$ cat src/rtl/conv_bias_add_pkg.sv
// Shared constants and types for the conv bias-add stage: channel count per W round,
// lane width and bias FIFO word layout.
package conv_bias_add_pkg;

  localparam int unsigned M         = 4;
  localparam int unsigned AccW      = 32;
  localparam int unsigned BiasWordW = 64;
  localparam int unsigned BiasLsb   = 0;
  localparam int unsigned AuxLsb    = 32;
  localparam int unsigned AuxW      = 32;

  localparam int unsigned MCntW = (M > 1) ? $clog2(M) : 1;
  localparam logic [MCntW-1:0] MLast = MCntW'(M - 1);

  typedef enum logic [1:0] {StIdle, StRun, StDrain} state_e;

endpackage

$ cat src/rtl/conv_bias_sat_add.sv
// Single-lane signed add of accumulator and bias, clamped to the 32-bit signed range.
module conv_bias_sat_add
  import conv_bias_add_pkg::*;
(
  input  logic [AccW-1:0] acc_i,
  input  logic [AccW-1:0] bias_i,
  output logic [AccW-1:0] sum_o
);

  logic [AccW:0] wide;

  assign wide = {acc_i[AccW-1], acc_i} + {bias_i[AccW-1], bias_i};

  // Top two bits disagree only on overflow; the carry-out bit gives the direction.
  always_comb begin
    sum_o = wide[AccW-1:0];
    if (wide[AccW] != wide[AccW-1]) begin
      sum_o = wide[AccW] ? {1'b1, {(AccW-1){1'b0}}} : {1'b0, {(AccW-1){1'b1}}};
    end
  end

endmodule

$ cat src/rtl/conv_bias_add.sv
// Adds one per-channel bias word from the bias FIFO to each accumulator beat of a conv
// instruction, saturating per lane, with a registered valid/ready output stage.
module conv_bias_add
  import conv_bias_add_pkg::*;
#(
  parameter int unsigned LANES = 16
) (
  input  logic                    clk,
  input  logic                    rstn,
  input  logic                    start_pulse,
  input  logic [15:0]             n_X_rnd_minus_1,
  input  logic [15:0]             n_W_rnd_minus_1,
  output logic                    fifo_rd_en,
  input  logic [BiasWordW-1:0]    fifo_dout,
  input  logic                    fifo_empty,
  input  logic                    acc_vld,
  output logic                    acc_rdy,
  input  logic [LANES*AccW-1:0]   acc_data,
  output logic                    out_vld,
  input  logic                    out_rdy,
  output logic [LANES*AccW-1:0]   out_data,
  output logic [AuxW-1:0]         out_aux,
  output logic                    busy,
  output logic                    done
);

  state_e                 state_q;
  logic [15:0]            nx_q, nw_q;
  logic [MCntW-1:0]       m_q, pm_q;
  logic [15:0]            w_q, x_q, pw_q, px_q;
  logic                   pop_done_q;
  logic [BiasWordW-1:0]   bias_q;
  logic                   bias_vld_q;
  logic                   inflight_q;
  logic                   out_vld_q;
  logic [LANES*AccW-1:0]  out_data_q;
  logic [AuxW-1:0]        out_aux_q;
  logic                   out_last_q;
  logic                   done_q;

  logic                   run;
  logic                   bias_avail;
  logic [BiasWordW-1:0]   bias_word;
  logic                   accept;
  logic                   out_fire;
  logic                   in_last;
  logic                   pop_last;
  logic [LANES*AccW-1:0]  sum;

  // The word of an in-flight read is used straight off the FIFO output, so a pop can be
  // issued every cycle the holding slot is consumed.
  assign run        = (state_q == StRun);
  assign bias_avail = bias_vld_q | inflight_q;
  assign bias_word  = inflight_q ? fifo_dout : bias_q;
  assign acc_rdy    = run && bias_avail && (!out_vld_q || out_rdy);
  assign accept     = acc_vld && acc_rdy;
  assign out_fire   = out_vld_q && out_rdy;
  assign fifo_rd_en = run && !fifo_empty && !pop_done_q && (!bias_avail || accept);

  assign in_last  = (m_q == MLast) && (w_q == nw_q) && (x_q == nx_q);
  assign pop_last = (pm_q == MLast) && (pw_q == nw_q) && (px_q == nx_q);

  assign out_vld  = out_vld_q;
  assign out_data = out_data_q;
  assign out_aux  = out_aux_q;
  assign busy     = (state_q != StIdle);
  assign done     = done_q;

  for (genvar i = 0; i < LANES; i++) begin : g_lane
    conv_bias_sat_add u_sat (
      .acc_i  (acc_data[i*AccW +: AccW]),
      .bias_i (bias_word[BiasLsb +: AccW]),
      .sum_o  (sum[i*AccW +: AccW])
    );
  end

  always_ff @(posedge clk) begin
    if (!rstn) begin
      state_q    <= StIdle;
      nx_q       <= '0;
      nw_q       <= '0;
      m_q        <= '0;
      w_q        <= '0;
      x_q        <= '0;
      pm_q       <= '0;
      pw_q       <= '0;
      px_q       <= '0;
      pop_done_q <= 1'b0;
      bias_q     <= '0;
      bias_vld_q <= 1'b0;
      inflight_q <= 1'b0;
      out_vld_q  <= 1'b0;
      out_data_q <= '0;
      out_aux_q  <= '0;
      out_last_q <= 1'b0;
      done_q     <= 1'b0;
    end else begin
      done_q     <= 1'b0;
      inflight_q <= fifo_rd_en;

      if (accept) begin
        bias_vld_q <= 1'b0;
      end else if (inflight_q) begin
        bias_vld_q <= 1'b1;
        bias_q     <= fifo_dout;
      end

      if (accept) begin
        out_vld_q  <= 1'b1;
        out_data_q <= sum;
        out_aux_q  <= bias_word[AuxLsb +: AuxW];
        out_last_q <= in_last;
      end else if (out_rdy) begin
        out_vld_q <= 1'b0;
      end

      // Beat order: m fastest, then w, then x.
      if (accept) begin
        if (m_q == MLast) begin
          m_q <= '0;
          if (w_q == nw_q) begin
            w_q <= '0;
            x_q <= x_q + 16'd1;
          end else begin
            w_q <= w_q + 16'd1;
          end
        end else begin
          m_q <= m_q + 1'b1;
        end
      end

      if (fifo_rd_en) begin
        if (pop_last) pop_done_q <= 1'b1;
        if (pm_q == MLast) begin
          pm_q <= '0;
          if (pw_q == nw_q) begin
            pw_q <= '0;
            px_q <= px_q + 16'd1;
          end else begin
            pw_q <= pw_q + 16'd1;
          end
        end else begin
          pm_q <= pm_q + 1'b1;
        end
      end

      unique case (state_q)
        StIdle: begin
          if (start_pulse) begin
            state_q    <= StRun;
            nx_q       <= n_X_rnd_minus_1;
            nw_q       <= n_W_rnd_minus_1;
            m_q        <= '0;
            w_q        <= '0;
            x_q        <= '0;
            pm_q       <= '0;
            pw_q       <= '0;
            px_q       <= '0;
            pop_done_q <= 1'b0;
          end
        end
        StRun: begin
          if (accept && in_last) state_q <= StDrain;
        end
        StDrain: begin
          if (out_fire && out_last_q) begin
            state_q <= StIdle;
            done_q  <= 1'b1;
          end
        end
        default: state_q <= StIdle;
      endcase
    end
  end

endmodule

$ cat config.mk
export PLATFORM = sky130hd
export DESIGN_NAME = conv_bias_add
export DESIGN_NICKNAME = d
export VERILOG_FILES = /design/src/rtl/conv_bias_add_pkg.sv /design/src/rtl/conv_bias_sat_add.sv /design/src/rtl/conv_bias_add.sv
export SDC_FILE = /design/constraint.sdc
export NUM_CORES = 2
export LEC_CHECK = 0
export ABC_AREA = 0
export BUFFER_PORTS_ARGS = -buffer_cell sky130_fd_sc_hd__clkbuf_2
export CAP_MARGIN = 10
export CORE_AREA = 2 2 450 452
export DETAILED_ROUTE_END_ITERATION = 6
export DIE_AREA = 0 0 452 454
export GPL_ROUTABILITY_DRIVEN = 0
export PLACE_DENSITY = 0.58
export REMOVE_ABC_BUFFERS = 1
export SYNTH_ARGS = -nofsm -noshare
export SYNTH_HDL_FRONTEND = slang
export SYNTH_HIERARCHICAL = 1
export SYNTH_SLANG_ARGS = --single-unit
$ cat constraint.sdc
create_clock -name clk -period 7.4 [get_ports clk]
set_input_delay 1.48 -clock clk [delete_from_list [all_inputs] [get_ports clk]]
set_output_delay 1.48 -clock clk [all_outputs]
set_load 0.02 [all_outputs]
==> run metrics <==
post-synthesis xor/xnor area fraction=0.07808; io pins=1163; total CTS buffers=93; via/cell ratio=5.566; first-pass GRT wire length=roughly 410000 µm; hold_sp=out_data[62]; die width=452 µm; Min-Delay Endpoint=out_data[62]; combinational power share=0.287; Post-CTS Resized=0; flops & latches, synth=716; Slew @ Worst Pin=1.279 ns; Leakage=just under 30 nW; CTS H-tree depth=3; Mapped Avg Cell Area=roughly 7.6 µm²; Buf/Inv on CP=2; Critical Path End Type=flip-flop; Core Footprint=200900 µm²; most instantiated library cell after synthesis=nand2_1; final wirelength=roughly 300000 µm; final worst-path cycle share=0.7747; Tmin final=5.733 ns; DRC=0; worst-case clock buffer depth=3; Most used DFF post-synth=dfxtp_1; critical path data arrival time=6.34 ns; WL/cell=25.07 µm; Critical R2R Launch=inflight_q; Seq pwr share=0.319; final worst slack=1.667 ns; reg2reg setup slack=between 1.5 and 2 ns; Max FO, Critical Path=25; WHS=0.4600 ns; DP Worst Slack=1.519 ns; ranking of synthesized cells by area=dfxtp_1 23%, ha_1 10%, nand2_1 9.9%; GRT Total Usage=0.2715; Rel. slew slack=0.1471; CP cell instances=buf_4 -> mux2_2 -> buf_4 -> ha_1 -> o211ai_1 -> o211ai_1 -> nand2_1 -> o211a_1 -> o31ai_4 -> nand3_2 -> a21oi_2 -> o21ai_0 -> nand2_1 -> a21boi_0; Clock power frac=0.395; post-synth top area share=0.2311; Hold/Removal Path Class=flip-flop to flip-flop; GR Overflow Total=0; number of synthesized flops with an enable pin=0; CTS tree=done; main combinational cell family by area after synthesis=compound AO/OA/AOI/OAI gates; final hold vios=0; initial antenna violation count=90; Clock Tree Root=clkbuf_16; Reg2Reg Depth=14; clk sinks=716; number of DRC violations after detailed-routing iteration 0=5908; peak supply drop=164.4 µV; Starting Density=0.3088; sw frac=0.3506; Synth Area in Compound Gates=0.3027; Net Switching=0.004386 W; Final Setup Violations=0; WS Path Type=flip-flop to flip-flop; worst hold path depth=2; DR vias=between 60k and 70k; Fin Clk Skew=0.03181 ns; Critical Path Start Type=flip-flop; clk_lat worst skew=0.75 ns; postcts setup bufs=0; synth unique cells=99; Vert. Die Dim=~450 µm; capturing point of the worst reg2reg path=out_data[291]; critical path's largest stage delay=0.87 ns; Power Density=172.4 nW/µm²; family with the most delay on the worst path=compound AO/OA/AOI/OAI gates; clock-pin transition on the worst setup and hold timing paths=0.06 ns; Synth top cells by count=1628 x nand2_1, 779 x a21oi_1, 716 x dfxtp_1; Synth area leader=dfxtp_1; post-synthesis sequential area ratio=0.2311; mux cell area share after synthesis=0.01491; die area=205200 µm²; TritonRoute pass-1 iters=6; Worst Path Required=8.01 ns; run status=finished, final reports clean; Warnings, synthesis=6; share of synthesized flip-flops with an asynchronous set or reset=0; fill count=21.14k; RSZ-0062 raised after global routing=false; largest net degree at the start of global routing=157; IO buf count=between 1k and 1.5k; vias in the first global route=approximately 61k; share of layout cells above drive strength 1=0.1914; cts hold-fix bufs=0; post-synthesis simple-gate area fraction=0.1980; Slew Viols, Final=0; Mapped Cells=around 8k; adder-cell area share of the yosys netlist=0.1215; max-cap violation count=0; critical path's slowest cell=a21oi_2; mapped cell area=slightly above 60000 µm²; Highest Clock Rate=~0.17 GHz; Final ANT Viol Nets=0; Layout area overhead=16.98%; Pint=between 0.008 and 0.009 W; std cell rows=roughly 170; fin nets=slightly above 10k; DP HPWL=227000 µm
==> logic make-up after synthesis <==
kind of cell / Yosys count
multiplexers: 87
buffers and inverters: 679
XOR/XNOR: 553
flip-flops: 716
AND/OR/NAND/NOR: 2719
AO/OA/AOI/OAI: 2763
adder cells (fa/ha/maj): 602
==> worst reg2reg max path, cell delays in order, from the launching register on <==
cell	delay (ns)
dfxtp_4	0.84
buf_4	0.49
mux2_2	0.61
buf_4	0.37
ha_1	0.51
o211ai_1	0.13
o211ai_1	0.33
nand2_1	0.16
o211a_1	0.29
o31ai_4	0.27
nand3_2	0.16
a21oi_2	0.87
o21ai_0	0.35
nand2_1	0.11
a21boi_0	0.09
==> cell type report <==
class | count | area, µm² | area share
sequential | 716 | 14340 | 0.1976
clock inverter | 44 | 634.4 | 0.008742
antenna | 66 | 165.2 | 0.002276
timing repair buffer | 1212 | 6289 | 0.08666
clock buffer | 124 | 2616 | 0.03606
tap | 2672 | 3343 | 0.04607
inverter | 198 | 743.2 | 0.01024
multi-input combinational | 6724 | 44430 | 0.6124
==> power groups by stage <==
stage               Combinational, W  Clock (W)  Sequential [W]
floorplan                    0.00229          0         0.00411
global placement             0.00346          0         0.00407
detailed placement           0.00348          0         0.00407
CTS                          0.00351    0.00505         0.00399
global route                 0.00384    0.00518         0.00399
finish                       0.00358    0.00494         0.00399
==> per-stage QoR <==
| step | instances | setup TNS [ns] | instance area (µm²) | utilization | total power (W) |
|---|---|---|---|---|---|
| floorplan | 7638 | -3507.64 | 59440 | - | 0.006398 |
| detailed placement | 11520 | 0 | 69150 | 0.3442 | 0.007554 |
| finish | 11760 | 0 | 72560 | 0.3612 | 0.01251 |
| CTS | 11690 | 0 | 72400 | 0.3604 | 0.01255 |
| global route | 11750 | 0 | 72530 | 0.3611 | 0.01302 |
| global placement | 11520 | 0 | 69150 | 0.3442 | 0.007528 |
==> flip-flops by register name (all words and copies together) (netlist names), 2 cells and up <==
register / flops
out_data: 512
bias_q: 64
out_aux: 32
nw_q: 16
nx_q: 16
pw_q: 16
px_q: 16
w_q: 16
x_q: 16
m_q: 2
pm_q: 2
state_q: 2
==> worst max-delay path by stage <==
stage,endpoint,cells after the start,startpoint,slack (ns)
6_report,out_data[291],14,inflight_q,1.67
5_1_grt,out_data[227],14,inflight_q,1.55
4_1_cts,out_data[291],14,inflight_q,1.87
3_5_place_dp,out_data[291],13,fifo_dout[18],1.52
3_3_place_gp,out_data[291],13,fifo_dout[18],1.56
2_1_floorplan,fifo_rd_en,4,inflight_q,-7.43
==> metal layers <==
layer  GRT usage  up-vias  routed length (µm)
li1            -    30650                   -
met1      0.3255    31010              116300
met2      0.4164     3005              129900
met3     0.06109      745               23540
met4      0.2192       24               24770
met5           0        -                 152
==> layout by cell type (no fill, tap or decap), types with 82 or more instances in the layout <==
| cell | Yosys | final |
|---|---|---|
| nand2b_1 | 90 | 90 |
| xnor2_1 | 320 | 320 |
| a21oi_1 | 779 | 779 |
| nand4_1 | 132 | 132 |
| nand3_1 | 141 | 141 |
| a21o_1 | 82 | 82 |
| nand2_1 | 1628 | 1627 |
| xor2_1 | 233 | 233 |
| dfxtp_1 | 716 | 715 |
| o211ai_1 | 100 | 100 |
| clkbuf_2 | 28 | 1161 |
| a21boi_0 | 627 | 627 |
| ha_1 | 518 | 518 |
| clkbuf_16 | 0 | 95 |
| o21ai_0 | 428 | 428 |
| inv_1 | 198 | 198 |
| nor2_1 | 341 | 341 |
(Power assumes the default switching activity.)
